## config.mk

```make
export PLATFORM = sky130hd
export DESIGN_NAME = instr_prefetch_buf
export DESIGN_NICKNAME = d
export VERILOG_FILES = /design/src/rtl/instr_fetch_pkg.sv /design/src/rtl/fetch_fifo.sv /design/src/rtl/instr_prefetch_buf.sv
export SDC_FILE = /design/constraint.sdc
export NUM_CORES = 1
export LEC_CHECK = 0
export CAP_MARGIN = 40
export CORE_MARGIN = 2
export CORE_UTILIZATION = 50
export DETAILED_ROUTE_END_ITERATION = 12
export PLACE_DENSITY = 0.75
export SLEW_MARGIN = 15
export SYNTH_ARGS = -nofsm -noshare
export SYNTH_HDL_FRONTEND = slang
export SYNTH_SLANG_ARGS = --single-unit
```

## constraint.sdc

```tcl
create_clock -name clk -period 3.3 [get_ports clk]
set_input_delay 0.495 -clock clk [delete_from_list [all_inputs] [get_ports clk]]
set_output_delay 0.495 -clock clk [all_outputs]
set_load 0.02 [all_outputs]
```

## src/rtl/instr_fetch_pkg.sv

```systemverilog
// Shared types and constants for the instruction prefetch stage.
//   fetch_entry_t    : one buffered instruction word tagged with its byte address
//   INSTR_BYTES      : PC increment per sequential fetch
//   INSTR_ALIGN_BITS : low PC bits that are always zero for an aligned word
package instr_fetch_pkg;

  localparam int FETCH_ADDR_WIDTH = 32;
  localparam int FETCH_DATA_WIDTH = 32;

  localparam int INSTR_BYTES      = 4;
  localparam int INSTR_ALIGN_BITS = 2;

  typedef struct packed {
    logic [FETCH_ADDR_WIDTH-1:0] addr;
    logic [FETCH_DATA_WIDTH-1:0] instr;
  } fetch_entry_t;

endpackage

```

## src/rtl/fetch_fifo.sv

```systemverilog
// Circular prefetch buffer.
// Ports:
//   clk, rst_n      : clock, asynchronous active-low reset
//   flush           : drop all entries; wins over push and pop in the same cycle
//   push, push_data : write one entry at the tail (caller guarantees room)
//   pop             : retire the head entry (caller guarantees non-empty)
//   count           : number of stored entries, 0..DEPTH
//   head            : head entry, read combinationally from storage
module fetch_fifo
  import instr_fetch_pkg::*;
#(
  parameter type entry_t = fetch_entry_t,
  parameter int  DEPTH   = 4
) (
  input  logic                     clk,
  input  logic                     rst_n,
  input  logic                     flush,
  input  logic                     push,
  input  entry_t                   push_data,
  input  logic                     pop,
  output logic [$clog2(DEPTH):0]   count,
  output entry_t                   head
);

  localparam int PTR_W = $clog2(DEPTH);

  entry_t           storage [DEPTH];
  logic [PTR_W-1:0] wptr;
  logic [PTR_W-1:0] rptr;

  // DEPTH is a power of two, so the pointers wrap by plain overflow.
  always_ff @(posedge clk or negedge rst_n) begin
    if (!rst_n) begin
      wptr  <= '0;
      rptr  <= '0;
      count <= '0;
    end else if (flush) begin
      wptr  <= '0;
      rptr  <= '0;
      count <= '0;
    end else begin
      if (push) wptr <= wptr + 1'b1;
      if (pop)  rptr <= rptr + 1'b1;
      if (push && !pop)      count <= count + 1'b1;
      else if (pop && !push) count <= count - 1'b1;
    end
  end

  // Storage needs no reset: entries are only observed while count says so.
  always_ff @(posedge clk) begin
    if (push && !flush) storage[wptr] <= push_data;
  end

  assign head = storage[rptr];

endmodule

```

## src/rtl/instr_prefetch_buf.sv

```systemverilog
// Instruction fetch/prefetch stage.
// Owns the fetch PC, issues sequential word reads to a 1-cycle-latency SRAM
// port, buffers returned words with their byte addresses and hands them to
// decode.
// Ports:
//   clk, rst_n     : clock, asynchronous active-low reset
//   fetch_en_i     : allow new memory requests
//   branch_i       : single-cycle redirect strobe; branch_addr_i is the target
//   mem_req_o      : RAM read enable (never stalled by the RAM)
//   mem_addr_o     : RAM word address
//   mem_rdata_i    : RAM data, valid the cycle after mem_req_o
//   instr_valid_o  : head of the buffer is presentable
//   instr_ready_i  : decode takes the head this cycle
//   instr_rdata_o  : head instruction word
//   instr_addr_o   : head instruction byte address
//
// Handshake: a word transfers in every cycle where instr_valid_o and
// instr_ready_i are both high. instr_valid_o does not depend on
// instr_ready_i, and once raised it stays up until the transfer or a branch.
module instr_prefetch_buf
  import instr_fetch_pkg::*;
#(
  parameter int                  ADDR_WIDTH     = 32,
  parameter int                  DATA_WIDTH     = 32,
  parameter int                  MEM_ADDR_WIDTH = 14,
  parameter int                  FIFO_DEPTH     = 4,
  parameter logic [ADDR_WIDTH-1:0] BOOT_ADDR    = 32'h0000_0000
) (
  input  logic                      clk,
  input  logic                      rst_n,
  input  logic                      fetch_en_i,
  input  logic                      branch_i,
  input  logic [ADDR_WIDTH-1:0]     branch_addr_i,
  output logic                      mem_req_o,
  output logic [MEM_ADDR_WIDTH-1:0] mem_addr_o,
  input  logic [DATA_WIDTH-1:0]     mem_rdata_i,
  output logic                      instr_valid_o,
  input  logic                      instr_ready_i,
  output logic [DATA_WIDTH-1:0]     instr_rdata_o,
  output logic [ADDR_WIDTH-1:0]     instr_addr_o
);

  localparam int CNT_W = $clog2(FIFO_DEPTH) + 1;
  localparam logic [CNT_W:0] DEPTH_LIMIT = (CNT_W+1)'(FIFO_DEPTH);

  logic [ADDR_WIDTH-1:0] pc;
  logic [ADDR_WIDTH-1:0] raddr_q;
  logic                  rvalid_q;

  logic [CNT_W-1:0]      count;
  logic [CNT_W:0]        occupancy;
  logic                  issue;
  logic                  push;
  logic                  pop;
  fetch_entry_t          push_entry;
  fetch_entry_t          head_entry;

  // The two low target bits are dropped: fetches are always word aligned.
  logic unused_branch_lsbs;
  assign unused_branch_lsbs = ^branch_addr_i[INSTR_ALIGN_BITS-1:0];

  // Room is reserved for the read already in flight; a pop in the same
  // cycle does not free a slot until the next cycle.
  assign occupancy = {1'b0, count} + {{CNT_W{1'b0}}, rvalid_q};
  assign issue     = fetch_en_i & ~branch_i & (occupancy < DEPTH_LIMIT);

  // Gated by rst_n so the request drops the moment reset is asserted.
  assign mem_req_o  = issue & rst_n;
  assign mem_addr_o = pc[MEM_ADDR_WIDTH+INSTR_ALIGN_BITS-1:INSTR_ALIGN_BITS];

  always_ff @(posedge clk or negedge rst_n) begin
    if (!rst_n) begin
      pc       <= BOOT_ADDR;
      raddr_q  <= '0;
      rvalid_q <= 1'b0;
    end else if (branch_i) begin
      // Any read in flight belongs to the old stream and is discarded.
      pc       <= {branch_addr_i[ADDR_WIDTH-1:INSTR_ALIGN_BITS], {INSTR_ALIGN_BITS{1'b0}}};
      rvalid_q <= 1'b0;
    end else if (issue) begin
      pc       <= pc + ADDR_WIDTH'(INSTR_BYTES);
      raddr_q  <= pc;
      rvalid_q <= 1'b1;
    end else begin
      rvalid_q <= 1'b0;
    end
  end

  assign push             = rvalid_q & ~branch_i;
  assign push_entry.addr  = raddr_q;
  assign push_entry.instr = mem_rdata_i;

  assign instr_valid_o = (count != '0) & ~branch_i;
  assign pop           = instr_valid_o & instr_ready_i;

  fetch_fifo #(
    .entry_t (fetch_entry_t),
    .DEPTH   (FIFO_DEPTH)
  ) u_fifo (
    .clk       (clk),
    .rst_n     (rst_n),
    .flush     (branch_i),
    .push      (push),
    .push_data (push_entry),
    .pop       (pop),
    .count     (count),
    .head      (head_entry)
  );

  assign instr_rdata_o = head_entry.instr;
  assign instr_addr_o  = head_entry.addr;

endmodule

```

; Yosys cells after proc, flatten, opt, wreduce, memory -nomap -nowiden
; Memories as Yosys holds them, arrays and structs flattened.
; Index checks and enable logic that the tools add are counted.
[totals]
latchBits = 0
rom_bits = 0
mem_bits_rw = 256
input_bits = 69
memories = 1
reg_bits = 72
[memory_table]
columns = memory, depth, width, rd, rd_ports_with_merged_regs, wr, line_no
row1 = u_fifo.storage, 4, 64, 1, 0, 1, fetch_fifo.sv:27  ; entry_t storage [DEPTH];
[op_classes]
n_mul = 0
shifts = 0
n_lt_le_gt_ge = 1
n_bitwise = 7
reduce_logical = 12
add_sub_neg = 6
mux = 13
div = 0
eq_ne = 0
[ops]
columns = cell, count
row1 = $mux W32, 2
row2 = $add A32 B3 Y32 const B, 1
row3 = $mux W3, 3
row4 = $mux W2, 4
row5 = $and A1 B1 Y1, 6
row6 = $reduce_bool A2 Y1, 3
row7 = $reduce_bool A3 Y1, 2
row8 = $add A2 B1 Y2 const B, 2
row9 = $add A3 B1 Y4, 1
row10 = $lt A4 B3 Y1 const B, 1
row11 = $mux W1, 4
row12 = $add A3 B1 Y3 const B, 1
row13 = $logic_and A1 B1 Y1, 3
row14 = $logic_not A1 Y1, 3
row15 = $sub A3 B1 Y3 const B, 1
row16 = $reduce_and A2 Y1, 1
row17 = $not A1 Y1, 1

; Logic depth before layout (Yosys ltp)
; Gate-level depths: netlist of the first run.
[logic_depth]
word_depth = 7
ltp_mapped = 8

; Cells and area by module
; Synthesis of the first run repeated with hierarchy kept, for this count alone.
[unflattened]
cells_unflattened = 730
hier_area_um2 = 12743.5
[by_module_without_submodules]
columns = module, seq_area_each_um2, cells_each, area_each_um2, instances
row1 = fetch_fifo, 7862.5, 377, 9661.8, 1
row2 = instr_prefetch_buf, 1526.5, 353, 3081.7, 1

; Worst setup path after synthesis of the first run
; OpenSTA, ideal clock, no wires.
[synth_path]
kind = input port to flip-flop
start = input branch_i
end = memory u_fifo.storage[0][0] in the netlist's numbering (enable)
arrival_ps = 2329
cell_stages = 3
slack_ps = 544
path_cell_list = buf_2 -> nor2b_1 -> and2_1
[synth_via]
elab_chain_cells = 5
[synth_rtl]
columns = item, line_no
row1 = start: declaration, instr_prefetch_buf.sv:32  ; input logic branch_i,
row2 = $not A1 Y1 (no line), n/a
row3 = $and A1 B1 Y1, instr_prefetch_buf.sv:89  ; assign push = rvalid_q & ~branch_i;
row4 = $logic_and A1 B1 Y1 (*), fetch_fifo.sv:51  ; if (push && !flush) storage[wptr] <= push_data;
row5 = $mux W1 (*), fetch_fifo.sv:51
row6 = $mux W1 (not written as such) (*), fetch_fifo.sv:51
row7 = end: declaration, fetch_fifo.sv:27
; Every way passes the cells marked *; elsewhere a longest branch is shown, timed or not.

; Worst setup path after layout of the first run
[layout_path]
start = register u_fifo.rptr[0]
end = output instr_rdata_o[10]
[layout_via]
elab_chain_cells = 1
[layout_rtl]
columns = item, line_no
row1 = start: declaration, fetch_fifo.sv:29  ; logic [PTR_W-1:0] rptr;
row2 = start signal: assignment, fetch_fifo.sv:43  ; if (pop) rptr <= rptr + 1'b1;
row3 = $mem_v2 Z4 W64, n/a
row4 = end: declaration, instr_prefetch_buf.sv:39  ; output logic [DATA_WIDTH-1:0] instr_rdata_o,
; No other way between the ends.

==> results.yml, run 1 <==
clock_network:
  cts_tree: "done"
  postCtsSetupRepairBufs: 0
  ctsHoldBuffers: 1
  clk_latency_ns: 0.54
  clock-root-buffer: "clkbuf_16"
  htreeDepth: 1
  clk_pin_slew_worst_paths_ns: 0.06
  cts_resized: 0
  numClockSinks: 316
  cts_buffers: 31
  clk_path_buf_depth: 3
floorplan:
  die_w_microns: 161.5
  start_util_pct: 51.00
  fp.dieH_microns: 161.5
  rows: 57
  io_pins: 149
  coreArea_sq_um: 24320
  dieArea_sq_um: 26080
synth:
  synth-edff-count: 248
  ys_seq_elements: 316
  ys_seq_area_share_pct: 73.76
  yosysWarnings: 0
  ys.flop_type: "edfxtp_1"
  synth_cell_types: 48
  synth_area_sq_um: 12400
  synthCells: 722
  async_flop_share_pct: 21.52
  avgSynthCellArea_sq_um: 17.18
detailed_routing:
  wl_per_cell_microns: 19.90
  route.detailed.drc: 0
  final_antenna_net_count: 0
  wl_microns: 24340
  vias_per_cell: 5.573
  drtPass1Iterations: 5
  drt-initial-drc-count: 652
  num_vias: 6816
setup_path:
  cp-startpoint: "u_fifo.rptr[0]$_DFFE_PN0P_"
  crit_arrival_ns: 2.68
  setup.worst_path.end_class: "output pin"
  rr_startpoint: "pc[2]$_DFFE_PN0P_"
  required_ns: 2.80
  cp-start-kind: "flip-flop"
  crit_fanout: 20
  rr_worst_depth: 6
  critPathKind: "flip-flop to output pin"
  rrSetupSlack_ns: 0.87
  reg2reg_to: "pc[28]$_DFFE_PN0P_"
placed_design:
  gp_congestion: 0.8278
  port-buffer-count: 144
  place_ws_ns: 0.4792
  dp_hpwl_microns: 14960
status:
  run_status: "finished clean"
timing:
  finalSetupViolCount: 0
  tightest_slew_ns: 0.8113
  slew_headroom_pct: 45.41
  fin_crit_ns: 3.171
  report.final.slew_viol_count: 0
  grt_setup_unrepaired: "no"
  setup_tns_ns: 0
  min_period_over_period_pct: 96.10
  finClkSkew_ns: 0.01439
  clock.fmax_mhz: 315.3
  hold_viol: 0
  setup_ws_ns: 0.1289
global_routing:
  grt_overflow: 0
  first_global_vias: 6960
  grt_pass1_wl_microns: 38340
  antenna_found_initial: 0
  grt_usage_pct: 18.79
  grt_max_degree: 63
finish:
  layout_commonest_cell: "edfxtp_1"
  nNetsFinal: 950
  final_cell_mix: "edfxtp_1, clkdlybuf4s50_1, nand2_1"
  drive_gt1_share_pct: 15.68
  antenna_cells: 0
  syn_to_final_growth_pct: 23.18
min_path:
  hold_class: "primary input to asynchronous set/reset pin"
power:
  vdd_drop_max_mv: 0.3464
  finalPower_w: 0.009527
  power.leakage_nw: 5.283
  p_per_area_nw_per_um2: 623.6
flow_run:
  maxCapViolCount: 0
==> worst max-delay path, stage by stage (launching register included) <==
cell and delay, ns:
dfrtp_4 0.70, buf_4 0.32, mux4_2 0.54, clkdlybuf4s50_1 0.55
==> layer usage <==
metal | up-vias | global-route usage [%] | share of wire, %
li1 | 3097 | - | -
met1 | 3454 | 27.11 | 44
met2 | 239 | 30.83 | 49
met3 | 26 | 3.159 | 6.2
met4 | 0 | 3.734 | 1.1
met5 | - | 0 | 0
==> flip-flops by register name, indices dropped and copies added (netlist names) <==
| name | count |
|---|---|
| u_fifo.storage | 248 |
| pc | 30 |
| raddr_q | 30 |
| u_fifo.count | 3 |
| u_fifo.rptr | 2 |
| u_fifo.wptr | 2 |
| rvalid_q | 1 |
==> cells by family (layout without fill, tap and decap cells) <==
group / after synthesis / after routing / share of synthesized area, %
AOI/OAI and AO/OA: 56 / 56 / 3.097
xor gates and xnor gates: 6 / 6 / 0.4238
adders and majority gates: 6 / 6 / 0.6658
buffers and inverters: 57 / 233 / 2.310
DFF: 316 / 316 / 73.76
muxes: 66 / 66 / 11.59
other: 1 / 2 / 0.03023
and+or+nand+nor: 214 / 214 / 8.121
==> how the worst max path moves through the flow <==
stage,slack (ns),end,cells after the start
2_1_floorplan,0.54,u_fifo.storage[0][0]$_DFFE_PP_,3
3_3_place_gp,0.50,pc[4]$_DFFE_PN0P_,8
3_5_place_dp,0.48,pc[11]$_DFFE_PN0P_,8
4_1_cts,0.07,instr_rdata_o[10],3
5_1_grt,0.01,instr_rdata_o[2],3
6_report,0.13,instr_rdata_o[10],3
==> per-stage QoR <==
step           hold slack [ns]  cells  util (%)  instance area [sq um]
3_5_place_dp            0.5104   1165     58.69                  14270
4_1_cts                 0.4918   1223     62.82                  15280
5_1_grt                 0.5155   1223     62.82                  15280
2_1_floorplan           0.1994    723         -                  12410
3_3_place_gp            0.4953   1164     58.60                  14250
6_report                0.5017   1223     62.82                  15280
==> area by class of cell <==
class | count | area [sq um]
multi-input cells | 350 | 2982
fillers | 1715 | 9041
clock inverters | 5 | 28.78
clock buffers | 52 | 967.2
repair buffers | 166 | 1704
well taps | 324 | 405.4
inverters | 10 | 37.54
flip-flops and latches | 316 | 9154
==> Yosys cell counts, types with 2 or more instances <==
cell type  instances  area [sq um]
a221o_1            5         50.05
edfxtp_1         248          7447
or3_1              3         18.77
a21oi_1            8         40.04
nand4_1            9         56.30
mux2i_1            3         30.03
nor2_1            15         56.30
buf_2             10         50.05
o211ai_1          13         97.59
nand2_1          118         442.9
xor2_1             3         26.28
and2_1             7         43.79
ha_1               5         62.56
a22oi_1            4         30.03
o311ai_0           4         35.03
and3_1             4         25.02
buf_4             16         120.1
a21o_1             2         15.01
and4_1             2         17.52
xnor2_1            3         26.28
or4_1              4         30.03
nor3b_1            4         30.03
nand3_2            2         20.02
nor3_1             6         30.03
o21ai_0           14         70.07
inv_1              9         33.78
mux4_2            62          1396
nand2b_1           2         12.51
clkbuf_1          16         60.06
nor4_1             7         43.79
buf_1              5         18.77
o31ai_1            3         22.52
dfrtp_1           68          1702
nand3_1           24         120.1
==> where the power goes <==
part,total (W),leakage (nW),switching (W),internal (W)
sequential,0.00484,3.10,0.000247,0.00459
clock,0.00338,0.489,0.00139,0.00198
combinational,0.00131,1.70,0.000636,0.000676
(Power assumes the default switching activity.)
==> inputs of run 2 (changes only) <==
- SYNTH_HIERARCHICAL: unset -> 1
==> run 2 against run 1 <==
Effect of this change:
- global-route usage is 0.46 points higher
- clock power hardly changed
- worst hold slack better by 0.0093 ns
- critical path depth stayed put
- sequential power hardly changed
- routed wire length is 2.3% higher
- synthesized cell count is 1.1% higher
- sequential share of layout area is 0.092 points lower
- synthesized area is 2.7% higher
- via count is 3.7% higher
- register-to-register slack hardly changed
==> results.yml, run 2 <==
power:
  vdd_drop_max_mv: 0.3882
  p_per_area_nw_per_um2: 587.7
  power.leakage_nw: 5.445
  finalPower_w: 0.009231
  p_seq_share_pct: 52.6
  comb_power_share_pct: 10.4
  p_sw_share_pct: 23.08
  p_sw_w: 0.002130
  intPower_w: 0.007101
  clockPowerShare_pct: 37.0
synth:
  synthTopCellsByCount: "edfxtp_1, nand2_1, dfrtp_1"
  synth_cell_types: 51
  async_flop_share_pct: 20.99
  synthCells: 730
  ys_seq_elements: 324
  yosysTopAreaCellShare_pct: 60.32
  yosysTopAreaCell: "edfxtp_1"
  synth_area_sq_um: 12740
  synth-edff-count: 256
  ys.flop_type: "edfxtp_1"
  avgSynthCellArea_sq_um: 17.46
  synth.most_common_cell: "edfxtp_1"
  yosysWarnings: 6
  ys_seq_area_share_pct: 73.68
  ys_top_cells_by_area: "edfxtp_1, dfrtp_1, mux4_2"
detailed_routing:
  drtPass1Iterations: 5
  drt-initial-drc-count: 613
  vias_per_cell: 5.650
  wl_per_cell_microns: 19.91
  num_vias: 7068
  wl_microns: 24900
  final_antenna_net_count: 0
  route.detailed.drc: 0
global_routing:
  grt_usage_pct: 19.25
  antenna_found_initial: 0
  grt_max_degree: 65
  first_global_vias: 7139
  grt_pass1_wl_microns: 39410
  grt_overflow: 0
setup_path:
  crit_arrival_ns: 2.47
  cp-start-kind: "flip-flop"
  cp_slowest_cell: "dfrtp_4"
  max_stage_delay_ns: 0.71
  rrSetupSlack_ns: 0.87
  crit_chain: "buf_4, mux4_2, clkdlybuf4s50_1"
  required_ns: 2.80
  crit_fanout: 25
  critPathKind: "flip-flop to output pin"
  setup.worst_path.end_class: "output pin"
timing:
  min_period_over_period_pct: 89.82
  grt_setup_unrepaired: "no"
  finalSetupViolCount: 0
  clock.fmax_mhz: 337.4
  report.final.slew_viol_count: 0
  fin_crit_ns: 2.964
  hold_viol: 0
  finClkSkew_ns: 0.02850
  tightest_slew_ns: 0.7484
  whs_ns: 0.5110
  slew_headroom_pct: 49.92
  setup_tns_ns: 0
floorplan:
  die_w_microns: 163.6
  start_util_pct: 50.75
  coreArea_sq_um: 25110
  io_pins: 149
  fp.dieH_microns: 163.6
  rows: 58
  dieArea_sq_um: 26780
status:
  run_status: "finished clean"
clock_network:
  cts_buffers: 34
  cts_tree: "done"
  clk_pin_slew_worst_paths_ns: 0.06
  htreeDepth: 2
  clk_latency_ns: 0.51
  clock-root-buffer: "clkbuf_16"
  clk_path_buf_depth: 3
  numClockSinks: 324
placed_design:
  dp_hpwl_microns: 15480
  placed_cells: 1186
  port-buffer-count: 146
  gp_congestion: 0.8267
finish:
  seqCellArea_sq_um: 9397
  multi_input_area_sq_um: 3067
  drive_gt1_share_pct: 16.07
  reg_top3: "u_fifo/storage (256), pc (30), raddr_q (30)"
  layout_commonest_cell: "edfxtp_1"
  final_cell_mix: "edfxtp_1, clkdlybuf4s50_1, nand2_1"
  largest_reg_flops: 256
  antenna_cells: 0
  regMostFlops: "u_fifo/storage"
  filler_cell_count: 1856
  syn_to_final_growth_pct: 23.26
  stdcell_count: 1251
  nNetsFinal: 973
min_path:
  hold_class: "primary input to asynchronous set/reset pin"
flow_run:
  maxCapViolCount: 0
[run 2: cell types whose count changed after synthesis, sizes merged, moves of 4 or more]
cell	before	now
edfxtp	248	256
o311ai	4	11
and3	4	9
nand3	26	21
nor4	8	3
o211ai	13	8
o21ai	14	18
[run 2: power by group through the flow]
| stage | Combinational [W] | Clock (W) | Sequential, W |
|---|---|---|---|
| after global routing | 0.00105 | 0.00365 | 0.00489 |
| after CTS | 0.000952 | 0.00349 | 0.00487 |
| after floorplan | 0.000597 | 0 | 0.00486 |
| final | 0.000958 | 0.00341 | 0.00486 |
| after global placement | 0.000923 | 0 | 0.00494 |
| after detailed placement | 0.000946 | 0 | 0.00495 |
[run 2: path summary, 6_finish.rpt]
check,from,endpoint,cells past startpoint
min in group clk,pc[31]$_DFFE_PN0P_,raddr_q[31]$_DFFE_PN0P_,2
max in group asynchronous,rst_n,u_fifo/rptr[0]$_DFFE_PN0P_,4
hold reg to reg,pc[31]$_DFFE_PN0P_,raddr_q[31]$_DFFE_PN0P_,2
setup reg to reg,pc[2]$_DFFE_PN0P_,pc[26]$_DFFE_PN0P_,6
setup / recovery,u_fifo/rptr[1]$_DFFE_PN0P_,instr_addr_o[19],3
hold / removal,rst_n,raddr_q[15]$_DFFE_PN0P_,3
[run 2: kinds of logic after synthesis]
logic type,after synthesis,share of synthesized area [%]
DFF,324,73.68
and+or+nand+nor,207,7.776
muxes,66,11.47
AOI/OAI and AO/OA,60,3.338
buffers and inverters,59,2.582
xor gates and xnor gates,7,0.4811
adders and majority gates,6,0.6480
other,1,0.02943
[run 2: layout make-up]
type,count,area share (%)
clock buffer,49,5.910
clock inverter,10,0.4062
inverter,10,0.2390
timing repair buffer,174,11.47
multi-input combinational,354,19.52
sequential,324,59.82
tap,330,2.629
[run 2: worst max-delay path: cells and delay by family, from the launching register on]
kind | cells | cell delay, ns
muxes | 1 | 0.36
buffers and inverters | 2 | 0.88
DFF | 1 | 0.71
[run 2: routing by layer]
| layer | vias up | track usage (%) | share of wire, % |
|---|---|---|---|
| li1 | 3162 | - | - |
| met1 | 3613 | 27.31 | 43 |
| met2 | 265 | 30.96 | 49 |
| met3 | 28 | 3.758 | 6.3 |
| met4 | 0 | 5.144 | 1.5 |
| met5 | - | 0 | 0 |
[run 2: repair_timing]
item,CTS,global route
hold buffers,1,0
resized for setup,0,0
endpoints found under the hold margin,19,0
setup buffers,0,5
setup endpoints to repair,0,9
[run 2: metrics by stage]
stage	utilization [%]	instance area [sq um]	setup WS (ns)
2_1_floorplan	-	12770	0.6982
3_3_place_gp	58.31	14640	0.5886
3_5_place_dp	58.42	14670	0.6054
4_1_cts	62.41	15670	0.06999
5_1_grt	62.56	15710	0.2413
6_report	62.56	15710	0.3359
==> inputs of run 3 (changes only) <==
- SKIP_CTS_REPAIR_TIMING: unset -> 1
- SKIP_LAST_GASP: unset -> 1
==> run 3 against run 2 <==
Effect of this change:
- the run now ends with hold timing left
- highest routed layer unchanged
- largest power group unchanged
- utilization is essentially flat
- critical path depth is the same
- worst hold slack lost 0.53 ns
- maximum frequency grew 0.11%
- routed wire length grew 0.16%
- first-iteration DRC count shrank 0.98%
==> results.yml, run 3 (synthesized netlist as in run 2, its figures left out) <==
status:
  run_status: "finished, violations left"
  violations: "hold timing"
finish:
  reg_top3: "u_fifo/storage (256), pc (30), raddr_q (30)"
  antenna_cells: 0
  regMostFlops: "u_fifo/storage"
  layout_commonest_cell: "edfxtp_1"
  largest_reg_flops: 256
  drive_gt1_share_pct: 16.09
  final_cell_mix: "edfxtp_1, clkdlybuf4s50_1, nand2_1"
  syn_to_final_growth_pct: 23.18
  filler_cell_count: 1857
  nNetsFinal: 972
global_routing:
  grt_overflow: 0
  met1_usage_pct: 27.31
  grt_use_met2_pct: 30.96
  grtUsageMet3_pct: 3.758
  first_global_vias: 7139
  grt_usage_pct: 19.25
  grt_pass1_wl_microns: 39410
  antenna_found_initial: 0
  grt-busiest-layer: "met2"
  grt_max_degree: 65
detailed_routing:
  final_antenna_net_count: 0
  drt-initial-drc-count: 607
  drtPass1Iterations: 5
  wl_microns: 24940
  vias_per_cell: 5.646
  num_vias: 7058
  route.detailed.drc: 0
  wl_per_cell_microns: 19.95
timing:
  grt_setup_unrepaired: "no"
  whs_ns: -0.01815
  finClkSkew_ns: 0.02829
  finalSetupViolCount: 0
  report.final.slew_viol_count: 0
  clock.fmax_mhz: 337.7
  min_period_over_period_pct: 89.72
  tightest_slew_ns: 0.7560
  setup_tns_ns: 0
  hold_viol: 19
  slew_headroom_pct: 49.42
  fin_crit_ns: 2.961
clock_network:
  clk_latency_ns: 0.51
  htreeDepth: 2
  cts_buffers: 34
  cts_tree: "done"
  clock-root-buffer: "clkbuf_16"
  clk_path_buf_depth: 3
  clk_pin_slew_worst_paths_ns: 0.06
  numClockSinks: 324
min_path:
  hold_class: "primary input to asynchronous set/reset pin"
power:
  power.leakage_nw: 5.441
  vdd_drop_max_mv: 0.3883
  finalPower_w: 0.009235
  p_per_area_nw_per_um2: 588.3
placed_design:
  port-buffer-count: 146
  gp_congestion: 0.8267
  dp_hpwl_microns: 15480
floorplan:
  die_w_microns: 163.6
  dieArea_sq_um: 26780
  io_pins: 149
  rows: 58
  start_util_pct: 50.75
  fp.dieH_microns: 163.6
  coreArea_sq_um: 25110
setup_path:
  crit_arrival_ns: 2.47
  cp-start-kind: "flip-flop"
  crit_fanout: 25
  critPathKind: "flip-flop to output pin"
  setup.worst_path.end_class: "output pin"
  required_ns: 2.80
flow_run:
  maxCapViolCount: 0
## run 3: changes by cell type in the layout (fill, tap and decap cells not counted), sizes merged
cell         previous run  this run
dlygate4sd3             1         0
## run 3: cell type report
cell class              count  area [sq um]  area share, %
inverters                  10         37.54         0.2391
repair buffers            173          1792          11.41
clock inverters            10         63.81         0.4065
clock buffers              49         928.4          5.914
multi-input cells         354          3067          19.54
flip-flops and latches    324          9397          59.86
well taps                 330         412.9          2.630
## run 3: path summary, 6_finish.rpt
check,start,end,slack [ns],cells after the start
worst max register to register,pc[2]$_DFFE_PN0P_,pc[26]$_DFFE_PN0P_,0.91,6
worst min register to register,pc[31]$_DFFE_PN0P_,raddr_q[31]$_DFFE_PN0P_,0.51,2
max in group asynchronous,rst_n,u_fifo/rptr[0]$_DFFE_PN0P_,2.74,3
worst min-delay path,rst_n,raddr_q[15]$_DFFE_PN0P_,-0.02,2
min in group clk,pc[31]$_DFFE_PN0P_,raddr_q[31]$_DFFE_PN0P_,0.51,2
worst max-delay path,u_fifo/rptr[1]$_DFFE_PN0P_,instr_addr_o[19],0.34,3
## run 3: routing by layer
metal  vias up  part of all wire (%)
met4         0                   1.6
li1       3163                     -
met5         -                     0
met1      3616                    44
met3        32                   6.3
met2       247                    49
## run 3: critical path, stage by stage, from the launching register on
cell and delay, ns:
dfrtp_4 0.71, buf_4 0.32, mux4_2 0.36, clkdlybuf4s50_1 0.56
## run 3: power breakdown
group	switching [W]	leakage, nW	internal (W)	total, W
combinational	0.000475	1.80	0.000483	0.000958
clock	0.00146	0.482	0.00196	0.00342
sequential	0.000204	3.16	0.00465	0.00486
## run 3: metrics by stage
stage / hold WS (ns) / area (sq um) / setup WS [ns] / util, % / cells
floorplan: 0.1994 / 12770 / 0.6982 / - / 737
global placement: 0.4798 / 14640 / 0.5886 / 58.31 / 1185
detailed placement: 0.4949 / 14670 / 0.6054 / 58.42 / 1186
CTS: -0.01791 / 15660 / 0.06999 / 62.37 / 1245
global route: 0.01136 / 15700 / 0.2413 / 62.52 / 1250
finish: -0.01815 / 15700 / 0.3391 / 62.52 / 1250
